**config.mk**
```make
export PLATFORM = sky130hd
export DESIGN_NAME = regfile_sb
export DESIGN_NICKNAME = d
export VERILOG_FILES = /design/src/rtl/regfile_sb.sv
export SDC_FILE = /design/constraint.sdc
export NUM_CORES = 2
export LEC_CHECK = 0
export ABC_CLOCK_PERIOD_IN_PS = 6200
export CORE_UTILIZATION = 40
export CTS_CLUSTER_SIZE = 10
export DETAILED_ROUTE_END_ITERATION = 6
export SKIP_LAST_GASP = 1
export SLEW_MARGIN = 20
export SYNTH_ARGS = -nofsm -noshare
export SYNTH_HDL_FRONTEND = slang
export SYNTH_SLANG_ARGS = --single-unit
```
**constraint.sdc**
```tcl
create_clock -name clk -period 6.2 [get_ports clk]
set_clock_uncertainty 0.2 [all_clocks]
set_input_delay 0.62 -clock clk [delete_from_list [all_inputs] [get_ports clk]]
set_output_delay 0.62 -clock clk [all_outputs]
set_load 0.1 [all_outputs]
```
**src/rtl/regfile_sb.sv**
```systemverilog
// regfile_sb: CPU register file with a destination scoreboard.
//   Two combinational read ports, one synchronous write port, optional
//   hardwired-zero register 0, optional same-cycle write-to-read bypass.
//   Per-register busy bits are set at issue and cleared at writeback, so
//   decode can see read-after-write hazards through ReadValid1/2.
// Ports:
//   clk, Reset                  clock, synchronous active-high reset
//   ReadRegNum1/2               read indices
//   ReadData1/2, ReadValid1/2   combinational read data and not-pending flags
//   WriteRegNum, WriteData      writeback index and data
//   RegWrite                    write enable; also releases the busy bit
//   IssueRegNum, Issue          destination reservation
//   IssueConflict               registered, issue hit an already-busy register
//   PendingCount                registered number of busy registers
module regfile_sb #(
    parameter int unsigned DATA_W   = 32,
    parameter int unsigned ADDR_W   = 5,
    parameter int unsigned ZERO_REG = 1,
    parameter int unsigned BYPASS   = 1
) (
    input  logic              clk,
    input  logic              Reset,
    input  logic [ADDR_W-1:0] ReadRegNum1,
    input  logic [ADDR_W-1:0] ReadRegNum2,
    output logic [DATA_W-1:0] ReadData1,
    output logic [DATA_W-1:0] ReadData2,
    output logic              ReadValid1,
    output logic              ReadValid2,
    input  logic [ADDR_W-1:0] WriteRegNum,
    input  logic [DATA_W-1:0] WriteData,
    input  logic              RegWrite,
    input  logic [ADDR_W-1:0] IssueRegNum,
    input  logic              Issue,
    output logic              IssueConflict,
    output logic [ADDR_W:0]   PendingCount
);

    localparam int unsigned DEPTH = 2 ** ADDR_W;
    localparam int unsigned CNT_W = ADDR_W + 1;
    localparam logic ZERO_EN = (ZERO_REG != 0);
    localparam logic BYP_EN  = (BYPASS != 0);

    logic [DATA_W-1:0] regs_q [DEPTH];
    logic [DEPTH-1:0]  busy_q, busy_d;
    logic              conflict_q, conflict_d;
    logic [CNT_W-1:0]  count_q, count_d;
    logic              wr_en, issue_en, issue_new, release_old;

    // Scoreboard next state; the count is tracked incrementally (+1/-1 per cycle).
    always_comb begin
        wr_en    = RegWrite && !(ZERO_EN && (WriteRegNum == '0));
        issue_en = Issue && !(ZERO_EN && (IssueRegNum == '0));

        busy_d = busy_q;
        if (RegWrite) begin
            busy_d[WriteRegNum] = 1'b0;
        end
        // Reservation applied last so it wins over a same-index release.
        if (issue_en) begin
            busy_d[IssueRegNum] = 1'b1;
        end

        conflict_d  = issue_en && busy_q[IssueRegNum]
                      && !(RegWrite && (WriteRegNum == IssueRegNum));
        issue_new   = issue_en && !busy_q[IssueRegNum];
        release_old = RegWrite && busy_q[WriteRegNum]
                      && !(issue_en && (IssueRegNum == WriteRegNum));
        count_d     = count_q + CNT_W'(issue_new) - CNT_W'(release_old);
    end

    // State registers; reset discards any same-cycle write or issue.
    always_ff @(posedge clk) begin
        if (Reset) begin
            for (int unsigned i = 0; i < DEPTH; i++) begin
                regs_q[i] <= '0;
            end
            busy_q     <= '0;
            conflict_q <= 1'b0;
            count_q    <= '0;
        end else begin
            if (wr_en) begin
                regs_q[WriteRegNum] <= WriteData;
            end
            busy_q     <= busy_d;
            conflict_q <= conflict_d;
            count_q    <= count_d;
        end
    end

    // Read port 1: zero register first, then bypass, then storage.
    always_comb begin
        ReadData1  = regs_q[ReadRegNum1];
        ReadValid1 = !busy_q[ReadRegNum1];
        if (ZERO_EN && (ReadRegNum1 == '0)) begin
            ReadData1  = '0;
            ReadValid1 = 1'b1;
        end else if (BYP_EN && RegWrite && (WriteRegNum == ReadRegNum1)) begin
            ReadData1  = WriteData;
            ReadValid1 = 1'b1;
        end
    end

    // Read port 2: same priority as port 1.
    always_comb begin
        ReadData2  = regs_q[ReadRegNum2];
        ReadValid2 = !busy_q[ReadRegNum2];
        if (ZERO_EN && (ReadRegNum2 == '0)) begin
            ReadData2  = '0;
            ReadValid2 = 1'b1;
        end else if (BYP_EN && RegWrite && (WriteRegNum == ReadRegNum2)) begin
            ReadData2  = WriteData;
            ReadValid2 = 1'b1;
        end
    end

    assign IssueConflict = conflict_q;
    assign PendingCount  = count_q;

endmodule

```
==> implementation parameters <==
Parameter                              Value

Floorplan
  Placeable core region    145,400 µm²
  Initial Utilization    40.27%
  Area enclosed by the die boundary    147,900 µm²
  I/O pin total    129
  Cell Rows    140
  Die H    384.6 µm
  Floorplan die width    384.6 µm

Timing
  Number of endpoints failing setup at the final stage    0
  Time the final worst path needs with I/O delays and setup    4.890 ns
  Setup repair after global routing missed its margin    no
  Share of the clock period used by the worst path    78.88%
  Slew @ Worst Pin    1.058 ns
  Relative slew margins    29.46%
  Achievable frequency    0.2045 GHz
  Pins Over Slew Limit    0
  Final-report hold violation count    0
  Total Neg Setup Slack    0 ns

Placement
  Instance area at placement    62,320 µm²
  Global placer's final weighted congestion    0.9205
  Count of input and output buffers    128
  Hpwl dp    131.7 mm
  Number of cells after detailed placement    5,913

Worst setup path
  Worst endpoint required time    5.38 ns
  Crit path kind    primary input to primary output
  Maximum net fanout on the critical path    20
  CP endpoint kind    primary output
  Crit path arrival time    4.07 ns
  Type of element launching the critical path    primary input

Logic synthesis
  Post-synthesis cell count    4,089
  Largest family of logic cells by synthesized area    multiplexers
  Synthesized-area fraction occupied by and/or/nand/nor cells    14.18%
  Synthesized cell area    58,540 µm²
  Synth Area per Inst    14.32 µm²
  Number of enable-type register cells in the synthesized netlist    1,024
  Xor and xnor fraction of the mapped netlist area    0.2971%
  Share of synthesized cell area in full adder, half adder and majority cells    0.1624%
  Top_reg_cell synth    edfxtp_1
  Sequential share of the synthesized area    53.86%
  Register bit total from synthesis    1,063
  Synth Warn #    0
  Fraction of the mapped netlist area in compound gates    5.822%
  Distinct cell type count after synthesis    75
  Proportion of synthesized area in mux cells    21.78%
  Async set-or-reset flop fraction in the synthesized netlist    0%

Pwr
  Peak ir drop on the vdd network    0.2925 mV
  Pwr Density    282.6 nW/µm²
  Lkg Pwr    22.84 nW

Cells and area
  Layout Area Growth over Synthesis    12.77%
  # nets final    4,191
  Share of final-layout standard cells stronger than drive strength 1    23.11%
  Final std cell area, no fill    66,020 µm²
  Number of standard cells in the layout, taps in and fillers out    6,107
  Core utilization of the finished layout    45.41%

Global routing
  Layer with the highest usage    met2
  M1 GR Usage    38.81%
  Routing usage on met2    44.44%
  GR Util All Layers    28.98%
  Number of global-route vias before repair    38,526
  Global-route wire length before repair    300.2 mm
  Pin count of the biggest net entering global routing    88
  GRT met3 Usage    6.502%
  Antenna violations before repair    8
  Total gr overflow    0

Drt
  Number of iterations in the first detailed-routing pass    6
  DRC viols    0
  Mean routed wirelength per cell    35.25 µm
  Detail-routed via count per cell    6.454
  Detailed Route WL    215.3 mm
  Number of design-rule violations left by the first detailed-router iteration    5,888
  Number of nets still failing antenna checks after routing    0
  Routed vias    39,413

Clock tree
  Total CTS buffers    130
  Buffer depth of the longest clock path    3
  Clk slew on worst S/H paths    0.05 ns
  Clock latency of the later-clocked register in the worst-skew pair    0.77 ns
  CTS tree    built
  Post-CTS Setup Repair Bufs    0
  # hold bufs at CTS    0
  # resized after CTS    0
  Clk sink count    1,063
  Clock tree root buffer cell    clkbuf_16
  Depth of the CTS H-tree    4

Worst hold path
  Classification of the worst-slack hold path    primary input to register

Run
  Max-Cap Viols    0

Status
  Run status    complete, no violations
## per-stage QoR
stage	setup WS [ns]	total power, mW	hold slack (ns)
6_report	1.310	18.66	0.2022
3_5_place_dp	1.479	11.73	0.3122
3_3_place_gp	1.431	11.71	0.3139
5_1_grt	1.261	19.08	0.2051
2_1_floorplan	1.269	10.53	0.2528
4_1_cts	1.476	18.66	0.1778
## cell usage after synthesis (all sizes together), types with 10 or more instances
library cell | instances | area (µm²)
nand2b | 20 | 125.1
nand3b | 18 | 135.1
nor2b | 41 | 256.5
edfxtp | 1024 | 30750
xnor2 | 15 | 138.9
or2 | 35 | 219.0
a22o | 15 | 131.4
a211oi | 36 | 270.3
mux2i | 227 | 2272
o21ai | 100 | 500.5
o211ai | 13 | 97.59
nand3 | 39 | 195.2
nand2 | 56 | 210.2
buf | 154 | 1172
nor2 | 97 | 399.1
inv | 21 | 78.82
o221ai | 20 | 175.2
mux2 | 19 | 214.0
o22ai | 53 | 331.6
a22oi | 48 | 360.4
mux4 | 453 | 10270
a21oi | 20 | 100.1
a2111oi | 11 | 96.34
a32o | 10 | 100.1
nor3 | 45 | 245.2
a221oi | 63 | 558.0
and2 | 1003 | 6275
dfxtp | 39 | 780.8
a221o | 32 | 320.3
clkbuf | 274 | 1028
## final cells by class
class                      count  area [µm²]
fill                       12676       79370
sequential                  1063       31530
multi-input combinational   2608       25120
clock buffer                 170        3508
timing repair buffer         304        3158
tap                         1917        2399
clock inverter                23       216.5
inverter                      21       80.08
antenna                        1       2.502
## path summary, 6_finish.rpt
check	to	startpoint	slack, ns	cells after the start
worst max register to register	PendingCount[5]	busy_q[15]	2.89	13
worst max-delay path	ReadData2[31]	WriteRegNum[3]	1.31	7
worst min-delay path	PendingCount[1]	Reset	0.20	2
worst min register to register	busy_q[0]	busy_q[0]	0.33	2
## state kept, by name, summed over array words and instances, names as in the netlist
name           flops
PendingCount       6
IssueConflict      1
regs_q          1024
busy_q            32
## critical path, stage by stage
cell and delay, ns:
clkdlybuf4s50_1 0.91, xnor2_1 0.19, nand4_1 0.18, or2_2 0.61, nor2_4 0.76, o2bb2ai_1 0.50, buf_12 0.26
## kinds of logic after synthesis
logic type,count (synthesis)
xor+xnor,19
other cells,1
fa+ha+maj,7
simple gates,1385
compound gates,466
flops,1063
mux,699
buf+inv,449
## placed cells by master (no fill, tap or decap), types with 34 or more instances in the layout
master and instances:
a211oi_1 36, a221oi_1 62, a22oi_1 48, and2_1 1002, buf_12 61, buf_4 186, clkbuf_1 34, clkbuf_16 134
clkdlybuf4s50_1 43, dfxtp_1 39, edfxtp_1 1024, mux2i_1 227, mux4_2 436, nand2_1 56, nand3_1 39, nor2_1 60
nor2b_1 38, nor3_1 41, o21ai_0 88, o22ai_1 53
## power by group
part | leakage (nW) | switching, mW | internal [mW]
Clock | 1.81 | 3.03 | 3.98
Combinational | 11.0 | 2.04 | 1.12
Sequential | 10.1 | 0.211 | 8.27
Total | 22.8 | 5.28 | 13.4
## routing by layer
| layer | vias up | part of all wire, % |
|---|---|---|
| li1 | 15805 | - |
| met1 | 20272 | 38 |
| met2 | 2765 | 45 |
| met3 | 565 | 11 |
| met4 | 6 | 5.6 |
| met5 | - | 0.019 |
(Power assumes the default switching activity.)
